==> config.mk <==
export PLATFORM = sky130hd
export DESIGN_NAME = ps2_direction_decoder
export DESIGN_NICKNAME = d
export VERILOG_FILES = /design/src/rtl/ps2_pkg.sv /design/src/rtl/ps2_frame_rx.sv /design/src/rtl/ps2_direction_decoder.sv
export SDC_FILE = /design/constraint.sdc
export NUM_CORES = 1
export LEC_CHECK = 0
export ABC_AREA = 1
export BUFFER_PORTS_ARGS = -buffer_cell sky130_fd_sc_hd__buf_2
export CAP_MARGIN = 20
export CORE_ASPECT_RATIO = 0.75
export CORE_MARGIN = 2
export CORE_UTILIZATION = 40
export CTS_CLUSTER_DIAMETER = 100
export DETAILED_ROUTE_END_ITERATION = 8
export PLACE_DENSITY_LB_ADDON = 0.25
export SLEW_MARGIN = 20
export SYNTH_ARGS = -nofsm -noshare
export SYNTH_HDL_FRONTEND = slang
export SYNTH_SLANG_ARGS = --single-unit
==> constraint.sdc <==
create_clock -name VGA_clk -period 1.3 [get_ports VGA_clk]
set_input_delay 0.065 -clock VGA_clk [delete_from_list [all_inputs] [get_ports VGA_clk]]
set_output_delay 0.065 -clock VGA_clk [all_outputs]
set_load 0.01 [all_outputs]
==> src/rtl/ps2_pkg.sv <==
// Shared constants and types for the PS/2 keyboard-to-direction path.
// Holds direction codes, scan codes, FSM state types and small decode helpers.
package ps2_pkg;

  localparam logic [2:0] DIR_NONE  = 3'b000;
  localparam logic [2:0] DIR_UP    = 3'b001;
  localparam logic [2:0] DIR_LEFT  = 3'b010;
  localparam logic [2:0] DIR_DOWN  = 3'b011;
  localparam logic [2:0] DIR_RIGHT = 3'b100;

  localparam logic [7:0] SC_UP    = 8'h75;
  localparam logic [7:0] SC_LEFT  = 8'h6B;
  localparam logic [7:0] SC_DOWN  = 8'h72;
  localparam logic [7:0] SC_RIGHT = 8'h74;
  localparam logic [7:0] SC_BREAK = 8'hF0;
  localparam logic [7:0] SC_EXT   = 8'hE0;

  typedef enum logic [1:0] {
    FR_IDLE,
    FR_DATA,
    FR_PARITY,
    FR_STOP
  } frame_state_t;

  typedef enum logic {
    DEC_NORMAL,
    DEC_BREAK
  } dec_state_t;

  // Non-arrow codes map to DIR_NONE, which callers treat as "no change".
  function automatic logic [2:0] arrow_dir(input logic [7:0] sc);
    logic [2:0] d;
    d = DIR_NONE;
    case (sc)
      SC_UP:    d = DIR_UP;
      SC_LEFT:  d = DIR_LEFT;
      SC_DOWN:  d = DIR_DOWN;
      SC_RIGHT: d = DIR_RIGHT;
      default:  d = DIR_NONE;
    endcase
    return d;
  endfunction

  function automatic logic is_opposite(input logic [2:0] a, input logic [2:0] b);
    return ((a == DIR_UP)   && (b == DIR_DOWN))  ||
           ((a == DIR_DOWN) && (b == DIR_UP))    ||
           ((a == DIR_LEFT) && (b == DIR_RIGHT)) ||
           ((a == DIR_RIGHT) && (b == DIR_LEFT));
  endfunction

endpackage

==> src/rtl/ps2_frame_rx.sv <==
// PS/2 frame receiver: synchroniser, falling-edge detect, 11-bit frame FSM, idle timeout.
// Byte/error pulse one cycle after the stop-bit fall cycle; no backpressure (the PS/2 device cannot be stalled).
module ps2_frame_rx
  import ps2_pkg::*;
#(
  parameter int SYNC_STAGES    = 2,
  parameter int TIMEOUT_CYCLES = 5000,
  parameter int TO_W           = 13
) (
  input  logic       VGA_clk,
  input  logic       resetn,
  input  logic       ps2_clock,
  input  logic       ps2_data,
  output logic [7:0] rx_dat,
  output logic       rx_vld,
  output logic       rx_err
);

  logic [SYNC_STAGES-1:0] clk_sync;
  logic [SYNC_STAGES-1:0] dat_sync;
  logic                   clk_prev;
  logic                   clk_s;
  logic                   bit_in;
  logic                   fall;

  frame_state_t state, state_nxt;
  logic [2:0]    bit_cnt;
  logic [7:0]    shreg;
  logic          par_bit;
  logic [TO_W-1:0] to_cnt;
  logic          timeout;
  logic          frame_ok;

  // Idle-high reset value keeps the first sample after reset from looking like a fall.
  always_ff @(posedge VGA_clk or negedge resetn) begin
    if (!resetn) begin
      clk_sync <= '1;
      dat_sync <= '1;
      clk_prev <= 1'b1;
    end else begin
      clk_sync <= {clk_sync[SYNC_STAGES-2:0], ps2_clock};
      dat_sync <= {dat_sync[SYNC_STAGES-2:0], ps2_data};
      clk_prev <= clk_s;
    end
  end

  assign clk_s   = clk_sync[SYNC_STAGES-1];
  assign bit_in  = dat_sync[SYNC_STAGES-1];
  assign fall    = clk_prev & ~clk_s;

  // A fall in the same cycle as the limit wins over the timeout.
  assign timeout  = (state != FR_IDLE) && !fall && (to_cnt == TO_W'(TIMEOUT_CYCLES - 1));
  assign frame_ok = bit_in & (^{shreg, par_bit});

  always_ff @(posedge VGA_clk or negedge resetn) begin
    if (!resetn) begin
      state <= FR_IDLE;
    end else begin
      state <= state_nxt;
    end
  end

  always_comb begin
    state_nxt = state;
    if (fall) begin
      case (state)
        FR_IDLE:   if (!bit_in) state_nxt = FR_DATA;
        FR_DATA:   if (bit_cnt == 3'd7) state_nxt = FR_PARITY;
        FR_PARITY: state_nxt = FR_STOP;
        FR_STOP:   state_nxt = FR_IDLE;
        default:   state_nxt = FR_IDLE;
      endcase
    end else if (timeout) begin
      state_nxt = FR_IDLE;
    end
  end

  always_ff @(posedge VGA_clk or negedge resetn) begin
    if (!resetn) begin
      bit_cnt <= 3'd0;
      shreg   <= 8'h00;
      par_bit <= 1'b0;
      to_cnt  <= '0;
      rx_dat  <= 8'h00;
      rx_vld  <= 1'b0;
      rx_err  <= 1'b0;
    end else begin
      rx_vld <= 1'b0;
      rx_err <= 1'b0;

      if (fall || (state == FR_IDLE)) begin
        to_cnt <= '0;
      end else begin
        to_cnt <= to_cnt + 1'b1;
      end

      if (fall) begin
        case (state)
          FR_IDLE: bit_cnt <= 3'd0;
          FR_DATA: begin
            shreg   <= {bit_in, shreg[7:1]};
            bit_cnt <= bit_cnt + 3'd1;
          end
          FR_PARITY: par_bit <= bit_in;
          FR_STOP: begin
            if (frame_ok) begin
              rx_dat <= shreg;
              rx_vld <= 1'b1;
            end else begin
              rx_err <= 1'b1;
            end
          end
          default: bit_cnt <= 3'd0;
        endcase
      end else if (timeout) begin
        rx_err <= 1'b1;
      end
    end
  end

endmodule

==> src/rtl/ps2_direction_decoder.sv <==
// PS/2 keyboard to snake direction: frame receive, E0/F0 prefix handling, held direction register.
// direction updates one cycle after scan_valid; no backpressure. NO_REVERSE_EN blocks direct reversals.
module ps2_direction_decoder
  import ps2_pkg::*;
#(
  parameter int SYNC_STAGES    = 2,
  parameter int TIMEOUT_CYCLES = 5000,
  parameter int TO_W           = 13
) (
  input  logic       VGA_clk,
  input  logic       resetn,
  input  logic       ps2_clock,
  input  logic       ps2_data,
  output logic [7:0] scan_code,
  output logic       scan_valid,
  output logic       frame_error,
  output logic [2:0] direction
);

  logic [7:0] rx_dat;
  logic       rx_vld;
  logic       rx_err;

  dec_state_t dec_state, dec_nxt;
  logic       ext, ext_nxt;
  logic [2:0] dir_nxt;
  logic [2:0] arrow;
  logic       load;

  ps2_frame_rx #(
    .SYNC_STAGES   (SYNC_STAGES),
    .TIMEOUT_CYCLES(TIMEOUT_CYCLES),
    .TO_W          (TO_W)
  ) u_rx (
    .VGA_clk  (VGA_clk),
    .resetn   (resetn),
    .ps2_clock(ps2_clock),
    .ps2_data (ps2_data),
    .rx_dat   (rx_dat),
    .rx_vld   (rx_vld),
    .rx_err   (rx_err)
  );

  assign scan_code   = rx_dat;
  assign scan_valid  = rx_vld;
  assign frame_error = rx_err;

  assign arrow = arrow_dir(rx_dat);
`ifdef NO_REVERSE_EN
  assign load = (arrow != DIR_NONE) && !is_opposite(direction, arrow);
`else
  assign load = (arrow != DIR_NONE);
`endif

  always_ff @(posedge VGA_clk or negedge resetn) begin
    if (!resetn) begin
      dec_state <= DEC_NORMAL;
      ext       <= 1'b0;
      direction <= DIR_NONE;
    end else begin
      dec_state <= dec_nxt;
      ext       <= ext_nxt;
      direction <= dir_nxt;
    end
  end

  // Frame errors never reach here, so a break survives a corrupted release byte.
  always_comb begin
    dec_nxt = dec_state;
    ext_nxt = ext;
    dir_nxt = direction;
    if (rx_vld) begin
      if (dec_state == DEC_BREAK) begin
        dec_nxt = DEC_NORMAL;
        ext_nxt = 1'b0;
      end else if (rx_dat == SC_EXT) begin
        ext_nxt = 1'b1;
      end else if (rx_dat == SC_BREAK) begin
        dec_nxt = DEC_BREAK;
      end else begin
        ext_nxt = 1'b0;
        if (load) dir_nxt = arrow;
      end
    end
  end

endmodule

==> results of run 1 <==
sequential cells by signal, summed over array words and instances (netlist names):
register,cells
u_rx.par_bit,1
u_rx.bit_cnt,3
direction,3
u_rx.shreg,8
u_rx.dat_sync,2
u_rx.to_cnt,13
u_rx.rx_dat,8
dec_state,1
u_rx.rx_vld,1
u_rx.state,2
u_rx.rx_err,1
u_rx.clk_prev,1
u_rx.clk_sync,2
timing repair:
item                       CTS  global route
gates resized for setup     37            88
pin swaps                   14            44
hold buffers                 3             0
hold endpoints to repair    44             0
buffers inserted             9             8
setup endpoints to repair   34            35
cloned                       2             2
where the power goes:
part           switching [mW]  internal (mW)
combinational            1.03          0.745
sequential              0.112           1.54
clock                   0.498          0.567
cell usage after synthesis:
library cell | count | share of area
clkbuf_2 | 1 | 0.0022
inv_2 | 4 | 0.0065
nand4_4 | 1 | 0.0092
nand2_4 | 1 | 0.0049
ha_1 | 7 | 0.038
dfrtp_1 | 41 | 0.44
nand4_1 | 16 | 0.043
nor2_2 | 2 | 0.0054
a21oi_1 | 8 | 0.017
nor3b_1 | 1 | 0.0032
or2_2 | 1 | 0.0027
nand3_1 | 10 | 0.022
buf_4 | 1 | 0.0032
nand2_2 | 4 | 0.011
nand3_2 | 2 | 0.0086
nor2_1 | 16 | 0.026
nand2_1 | 87 | 0.14
o21ai_0 | 22 | 0.047
nor3_4 | 1 | 0.0070
nor2_4 | 1 | 0.0049
dfstp_2 | 5 | 0.057
nor3_1 | 7 | 0.015
buf_2 | 1 | 0.0022
o32ai_1 | 1 | 0.0038
o21a_1 | 4 | 0.013
inv_1 | 40 | 0.065
through the flow:
stage                     hold slack, ps    util  cells  setup TNS (ps)
after detailed placement          -62.36  0.5146    414           -1473
after global placement            -58.20  0.5146    414           -1052
final                              144.1  0.6389    443           -1790
after CTS                          144.5  0.5751    435           -1444
after global routing               161.2  0.6389    443           -3898
after floorplan                   -230.6       -    285          -48.21
worst max path at each step:
| stage | startpoint | end | cells past startpoint |
|---|---|---|---|
| 6_report | u_rx.to_cnt[0] | u_rx.to_cnt[12] | 11 |
| 5_1_grt | u_rx.to_cnt[0] | u_rx.to_cnt[12] | 11 |
| 4_1_cts | u_rx.to_cnt[0] | u_rx.to_cnt[12] | 10 |
| 3_5_place_dp | u_rx.shreg[1] | u_rx.rx_err | 12 |
| 3_3_place_gp | u_rx.shreg[1] | u_rx.rx_err | 12 |
| 2_1_floorplan | u_rx.to_cnt[0] | u_rx.to_cnt[12] | 10 |
cell type report:
type	count	area (um^2)	area share
timing repair buffer	76	633.1	0.1812
sequential	46	1164	0.3331
clock buffer	5	68.82	0.01970
clock inverter	3	40.04	0.01146
inverter	44	175.2	0.05014
tap	75	93.84	0.02686
multi-input combinational	194	1319	0.3775
cell families (layout without fill, tap and decap cells):
group | Yosys count | after routing | synth area share
compound gates | 35 | 35 | 0.08145
buf+inv | 47 | 128 | 0.07874
simple gates | 150 | 152 | 0.3031
flops | 46 | 46 | 0.4989
fa+ha+maj | 7 | 7 | 0.03775
layer usage:
layer	part of all wire	track usage
met5	0	0
met4	0.0062	0.03980
met2	0.45	0.2606
met3	0.027	0.03560
met1	0.52	0.2567
==> out/results.ini, run 1 <==
[status]
status=finished, violations left
violations=negative setup slack

[timing]
setup_violations=18
max_freq_ghz=0.6763
worstMarginPinSlew_ps=228.1
slew_headroom=0.8479
finalWorstSetupSlack_ps=-178.7
hold_viol=0
slew_violations=0
post-route-period-util=1.137
rsz0062_at_grt=yes
fin_crit_ps=1479
skew_ps=4.830

[clock_tree]
clock_sinks=46
path_clk_slew_ps=90
worstSkewPairLatency_ps=300
cts_root_buf=clkbuf_8
htreeDepth=2
numCtsBuffers=5
tritoncts=done
cts_buffer_depth=2

[yosys]
synth_area_um2=2320
yosysWarnings=0
syn-num-nets=296
ys_seq_area_frac=0.4989
synth_area_per_cell_um2=8.139
ys_ff_latch=46
synth_cells=285
synth_cell_types=26

[floorplan]
die_h_um=69.95
dieArea_um2=6431
ios=17
die_w_um=91.94
initial_core_util=0.4243
rows=23
core-area_um2=5468

[run]
cap_violations=0

[hold_path]
hp-class=in2async

[power]
p_leak_nw=1.757
power_density_nw_per_um2=1286
ir_worst_vdd_mv=0.6464
finalPower_mw=4.493

[grt]
grt_max_degree=28
grt_pass1_vias=1987
grt-ovfl-total=0
grt_use_total=0.1732
antenna_found_initial=0
grt_pass1_wl_um=9052

[worst_setup_path]
cp.required_ps=1530
timing_worst_setup_path_type=reg2reg
cp_max_fo=3
cp_slowest_stage_delay_ps=380
path_buf_inv=1
arrival_ps=1710
reg2reg_to=u_rx.to_cnt[12]
cp_top_family=simple AND/OR/NAND/NOR gates
cp-start-kind=flip-flop
crit_slowest_cell=dfrtp_1
end_kind=flip-flop
path_cells=ha_2 > nand2_2 > inv_2 > nand2_4 > nor3_4 > nand2_2 > nor2_4 > nand3_2 > nand2_1 > nand2_1 > nor2_1
rr_worst_depth=11
rrSetupSlack_ps=-180
reg2reg_from=u_rx.to_cnt[0]

[layout]
n_antenna_cell=0
mostFrequentLayoutCells=60 x nand2_1, 47 x buf_4, 36 x dfrtp_1
layout.nets=378
design_area_um2=3493
final_common_cell=nand2_1
layout-drive-gt1-share=0.4918
fillers=457
area_delta_synth_final_pct=50.59

[placement]
dp_slack_ps=-153.2
gp_congestion=0.8308
placed_cell_area_um2=2814
post-dp-hpwl_um=3550
io_buffers=16

[detailed_routing]
drt-wirelength-per-cell_um=12.83
wl_um=5682
postRouteAntennaNets=0
vias=2098
drcViolationCount=0
drt_pass1_iterations=4
viasPerCell=4.736
drt_iter0_drc=117

(Power assumes the default switching activity.)
==> run 2: changes to the inputs <==
CORE_UTILIZATION = 30   (was 40)
==> run 2 against run 1 <==
The run still ends with negative setup slack left. Die area rose by 32%. Fmax fell by 1.1%. Sequential share of layout area fell by 0.84 points. Register-to-register slack got worse by 20 ps. Non-clock buffer count rose by 16. Critical endpoint is now u_rx.to_cnt[10]. Largest cell class unchanged. Highest routed layer unchanged.
==> out/results.ini, run 2 (synthesis gave the netlist of run 1 again) <==
[status]
status=finished, violations left
violations=negative setup slack

[detailed_routing]
drt_iter0_drc=62  ; -47%
vias=2160  ; +3.0%
viasPerCell=4.454  ; -6.0%
postRouteAntennaNets=0  ; unchanged
drt-wirelength-per-cell_um=11.69  ; -8.8%
drcViolationCount=0  ; unchanged
wl_um=5672  ; -0.18%
drt_pass1_iterations=4  ; unchanged

[floorplan]
dieArea_um2=8459  ; +32%
rows=27  ; +17%
die_w_um=105.5  ; +15%
core-area_um2=7432  ; +36%
initial_core_util=0.3121  ; -0.1121
ios=17  ; unchanged
die_h_um=80.16  ; +15%

[worst_setup_path]
cp_slowest_stage_delay_ps=370  ; about the same
path_cells=ha_2 > nand2_2 > inv_2 > nand2_4 > nor3_4 > nand2_2 > nor2_4 > buf_4 > a21oi_2 > o21a_1
timing_worst_setup_path_type=reg2reg
cp-start-kind=flip-flop
end_kind=flip-flop
path_buf_inv=2  ; +1
crit_slowest_cell=dfrtp_1
cp_top_family=simple AND/OR/NAND/NOR gates
worst_path_most_repeated_cell=nand2_2
cp.required_ps=1500  ; -30 ps
arrival_ps=1690  ; -20 ps
cp_max_fo=2  ; -1

[grt]
grt_use_total=0.1379  ; -0.03535
grt_pass1_vias=2003  ; +0.81%
antenna_found_initial=0  ; unchanged
grt_max_degree=30  ; +7.1%
grt-ovfl-total=0  ; unchanged
grt_pass1_wl_um=9259  ; +2.3%

[clock_tree]
htreeDepth=2  ; unchanged
worstSkewPairLatency_ps=300  ; about the same
tritoncts=done
path_clk_slew_ps=90  ; about the same
clock_sinks=46  ; unchanged
cts_buffer_depth=2  ; unchanged
cts_root_buf=clkbuf_8
numCtsBuffers=5  ; unchanged

[power]
finalPower_mw=4.395  ; -2.2%
power_density_nw_per_um2=1232  ; -4.2%
p_int_mw=2.823  ; -0.89%
ir_worst_vdd_mv=0.5974  ; -7.6%
swShare=0.3577  ; -0.008350
pwr-share-seq=0.370  ; +0.003
power_frac_clock=0.241  ; +0.004
pwr-share-comb=0.389  ; -0.007
p_sw_mw=1.572  ; -4.4%
p_leak_nw=1.830  ; +4.1%

[layout]
area_delta_synth_final_pct=53.83
layout-drive-gt1-share=0.4688  ; -0.02310
layout.nets=394  ; +4.2%
mostFrequentLayoutCells=63 x buf_4, 62 x nand2_1, 40 x dfrtp_1
top_regs=u_rx.to_cnt (13), u_rx.rx_dat (8), u_rx.shreg (8)
largest_register_ffs=13  ; unchanged
largest-register=u_rx.to_cnt
design_area_um2=3568  ; +2.1%
n_antenna_cell=0  ; unchanged
final_common_cell=buf_4

[timing]
setup_violations=18  ; unchanged
hold_viol=0  ; unchanged
worstMarginPinSlew_ps=428.2  ; +200.1 ps
rsz0062_at_grt=yes
finalWorstSetupSlack_ps=-194.7  ; -16.02 ps
max_freq_ghz=0.6690  ; -1.1%
whs_ps=228.7  ; +84.62 ps
post-route-period-util=1.150  ; +0.01233
fin_crit_ps=1495  ; +16.02 ps
finalSetupTns_ps=-1662  ; +127.9 ps
skew_ps=9.490  ; +4.660 ps
slew_violations=0  ; unchanged
slew_headroom=0.7145  ; -0.1334

[placement]
placed_cell_area_um2=2902  ; +3.1%
post-dp-hpwl_um=3765  ; +6.1%
io_buffers=16  ; unchanged
gp_congestion=0.8364  ; +0.67%

[run]
cap_violations=0  ; unchanged

[hold_path]
hp-class=in2async

[run 2: power by group through the flow]
stage	registers, mW	logic [mW]	clock network (mW)
after floorplan	1.64	0.615	0
after global placement	1.65	0.978	0
after detailed placement	1.65	0.986	0
after CTS	1.62	1.27	1.10
after global routing	1.64	1.87	1.16
final	1.63	1.71	1.06
[run 2: layer usage]
layer  global-route usage  routed length (um)  vias to the layer above
met3              0.03003                 184                        8
li1                     -                   -                     1118
met5                    0                   0                        -
met1               0.1948                2913                     1007
met4              0.04737                  77                        0
met2               0.2084                2496                       27
[run 2: timing repair]
action                                 4_1_cts  5_1_grt
resized for setup                           34       66
buffers inserted                            11       13
pin swaps                                   17       38
endpoints found under the hold margin       14        0
setup endpoints to repair                   24       30
hold buffers                                 3        0
cloned                                       2        1
[run 2: cell type report]
class | count | area [um^2]
fillers | 725 | 3864
multi-input cells | 194 | 1285
flip-flops and latches | 46 | 1159
repair buffers | 92 | 721.9
inverters | 44 | 170.2
well taps | 101 | 126.4
clock buffers | 7 | 76.32
clock inverters | 1 | 30.03
[run 2: worst paths after layout]
kind | start | to | slack [ps] | cells past startpoint
max in group asynchronous | resetn | u_rx.to_cnt[5] | 580 | 3
setup reg to reg | u_rx.to_cnt[1] | u_rx.to_cnt[10] | -190 | 10
hold / removal | resetn | u_rx.bit_cnt[1] | 230 | 2
min in group VGA_clk | u_rx.clk_sync[0] | u_rx.clk_sync[1] | 360 | 0
setup / recovery | u_rx.to_cnt[1] | u_rx.to_cnt[10] | -190 | 10
hold reg to reg | u_rx.clk_sync[0] | u_rx.clk_sync[1] | 360 | 0
[run 2: per-stage QoR]
step	cells	utilization	worst slack, ps
after floorplan	285	-	-41.11
after global placement	449	0.3904	-179.3
after detailed placement	449	0.3904	-191.0
after CTS	472	0.4354	-213.0
after global routing	485	0.4801	-297.4
final	485	0.4801	-194.7
==> run 3: changes to the inputs <==
clock period = 1.46 ns   (was 1.3 ns; I/O delays follow)
==> run 3 against run 2 <==
Largest cell class unchanged. Non-clock buffer count is 40 lower. Critical path type unchanged. Combinational power decreased by 23%. Fmax up 0.82%. Die area unchanged. Global-route usage decreased by 1.8 points. Largest power group is now sequential cells. The run still ends with negative setup slack left.
==> out/results.ini, run 3 (synthesis gave the netlist of run 1 again) <==
[power]
ir_worst_vdd_mv=0.4165  ; -30%
p_leak_nw=1.572  ; -14%
power_density_nw_per_um2=1204  ; -2.2%
finalPower_mw=3.761  ; -14%

[layout]
largest-register=u_rx.to_cnt
area_delta_synth_final_pct=34.63
largest_register_ffs=13  ; unchanged
final_common_cell=nand2_1
design_area_um2=3123  ; -12%
layout-drive-gt1-share=0.4012  ; -0.06759
fin_cells=445  ; -8.2%
top_regs=u_rx.to_cnt (13), u_rx.rx_dat (8), u_rx.shreg (8)
layout.nets=354  ; -10%
n_antenna_cell=0  ; unchanged
mostFrequentLayoutCells=65 x nand2_1, 35 x dfrtp_1, 31 x buf_4

[grt]
grt_pass1_wl_um=8107  ; -12%
grt-ovfl-total=0  ; unchanged
grt_max_degree=47  ; +57%
grt_pass1_vias=1789  ; -11%
antenna_found_initial=0  ; unchanged
grt_use_total=0.1203  ; -0.01754

[detailed_routing]
drt-wirelength-per-cell_um=11.48  ; -1.8%
postRouteAntennaNets=0  ; unchanged
drt_pass1_iterations=4  ; unchanged
viasPerCell=4.443  ; -0.25%
vias=1977  ; -8.5%
drcViolationCount=0  ; unchanged
wl_um=5110  ; -9.9%
drt_iter0_drc=76  ; +23%

[floorplan]
die_h_um=80.16  ; unchanged
die_w_um=105.5  ; unchanged
rows=27  ; unchanged
ios=17  ; unchanged
dieArea_um2=8459  ; unchanged
core-area_um2=7432  ; unchanged
initial_core_util=0.3121  ; unchanged

[timing]
fin_crit_ps=1483  ; -12.16 ps
post-route-period-util=1.015  ; -0.1343
hold_viol=0  ; unchanged
finalWorstSetupSlack_ps=-22.55  ; +172.2 ps
slew_headroom=0.8273  ; +0.1127
setup_violations=1  ; -17
skew_ps=7.101  ; -2.389 ps
worstMarginPinSlew_ps=259.1  ; -169.1 ps
slew_violations=0  ; unchanged
max_freq_ghz=0.6745  ; +0.82%
rsz0062_at_grt=yes

[status]
violations=negative setup slack
status=finished, violations left

[placement]
dpl.cell_count=416  ; -7.3%
io_buffers=16  ; unchanged
gp_congestion=0.8416  ; +0.62%
post-dp-hpwl_um=3387  ; -10%
placed_cell_area_um2=2649  ; -8.7%

[hold_path]
hp-class=in2async

[worst_setup_path]
arrival_ps=1680  ; about the same
end_kind=flip-flop
timing_worst_setup_path_type=reg2reg
cp_max_fo=3  ; +1
cp-start-kind=flip-flop
cp.required_ps=1660  ; +160 ps
rrSetupSlack_ps=-20  ; +170 ps

[run]
cap_violations=0  ; unchanged

[clock_tree]
tritoncts=done
cts_buffer_depth=2  ; unchanged
numCtsBuffers=5  ; unchanged
path_clk_slew_ps=90  ; about the same
worstSkewPairLatency_ps=300  ; about the same
clock_sinks=46  ; unchanged
htreeDepth=2  ; unchanged
cts_root_buf=clkbuf_8

==> run 3: cell types whose count changed in the layout (fill, tap and decap cells not counted), moves of 3 or more <==
cell | previous run | this run
buf_4 | 63 | 31
buf_6 | 7 | 1
dfrtp_1 | 40 | 35
dfrtp_2 | 1 | 6
inv_2 | 13 | 16
nand2_1 | 62 | 65
nand3_2 | 5 | 8
nand3_4 | 4 | 0
o21ai_0 | 12 | 16
o21ai_1 | 9 | 6
==> run 3: final timing paths <==
| kind | to | start | cells after the start |
|---|---|---|---|
| min reg2reg | u_rx.clk_sync[1] | u_rx.clk_sync[0] | 0 |
| max in group asynchronous | u_rx.dat_sync[1] | resetn | 3 |
| max reg2reg | u_rx.to_cnt[10] | u_rx.to_cnt[1] | 10 |
| min | u_rx.to_cnt[5] | resetn | 3 |
| min in group VGA_clk | u_rx.clk_sync[1] | u_rx.clk_sync[0] | 0 |
| max | u_rx.to_cnt[10] | u_rx.to_cnt[1] | 10 |
==> run 3: what timing repair did <==
item | in CTS | in global routing
endpoints found under the hold margin | 46 | 0
pin swaps | 2 | 31
setup endpoints to repair | 11 | 24
setup buffers | 2 | 15
gates cloned | 0 | 2
hold buffers | 3 | 0
gates resized for setup | 3 | 71
==> run 3: report_power, final <==
part / internal, mW / leakage, nW / switching (mW)
combinational: 0.531 / 0.912 / 0.785
clock: 0.510 / 0.0504 / 0.463
sequential: 1.37 / 0.610 / 0.105
total: 2.41 / 1.57 / 1.35
==> run 3: worst max-delay path: stages, from the launching register on <==
cell	delay (ps)
dfrtp_1	390
ha_2	200
nand2_2	50
inv_2	80
nand2_4	60
nor3_4	130
nand2_2	110
nor2_4	110
buf_4	120
a21oi_2	40
o21a_1	100
==> run 3: layout make-up <==
type | count | area, um^2
clock buffer | 5 | 68.82
timing repair buffer | 52 | 374.1
fill | 761 | 4309
multi-input combinational | 194 | 1179
inverter | 44 | 165.2
tap | 101 | 126.4
clock inverter | 3 | 45.04
sequential | 46 | 1165
==> run 3: per-layer routing <==
metal / part of all wire / wire, um / global-route usage / up-vias
met1: 0.55 / 2794 / 0.1723 / 912
met3: 0.035 / 179 / 0.03328 / 5
met2: 0.41 / 2109 / 0.1787 / 27
li1: - / - / - / 1033
met5: 0 / 0 / 0 / -
met4: 0.0053 / 27 / 0.03026 / 0
==> run 3: through the flow <==
step                      worst slack [ps]  setup TNS (ps)  utilization  hold WS (ps)
after floorplan                      113.0               0            -        -222.6
after global placement               7.809               0       0.3564         75.84
after detailed placement            -31.38          -45.13       0.3564         81.20
after CTS                          -0.9814         -0.9814       0.3786         276.3
after global routing                -113.0          -903.9       0.4202         301.8
final                               -22.55          -22.55       0.4202         271.3
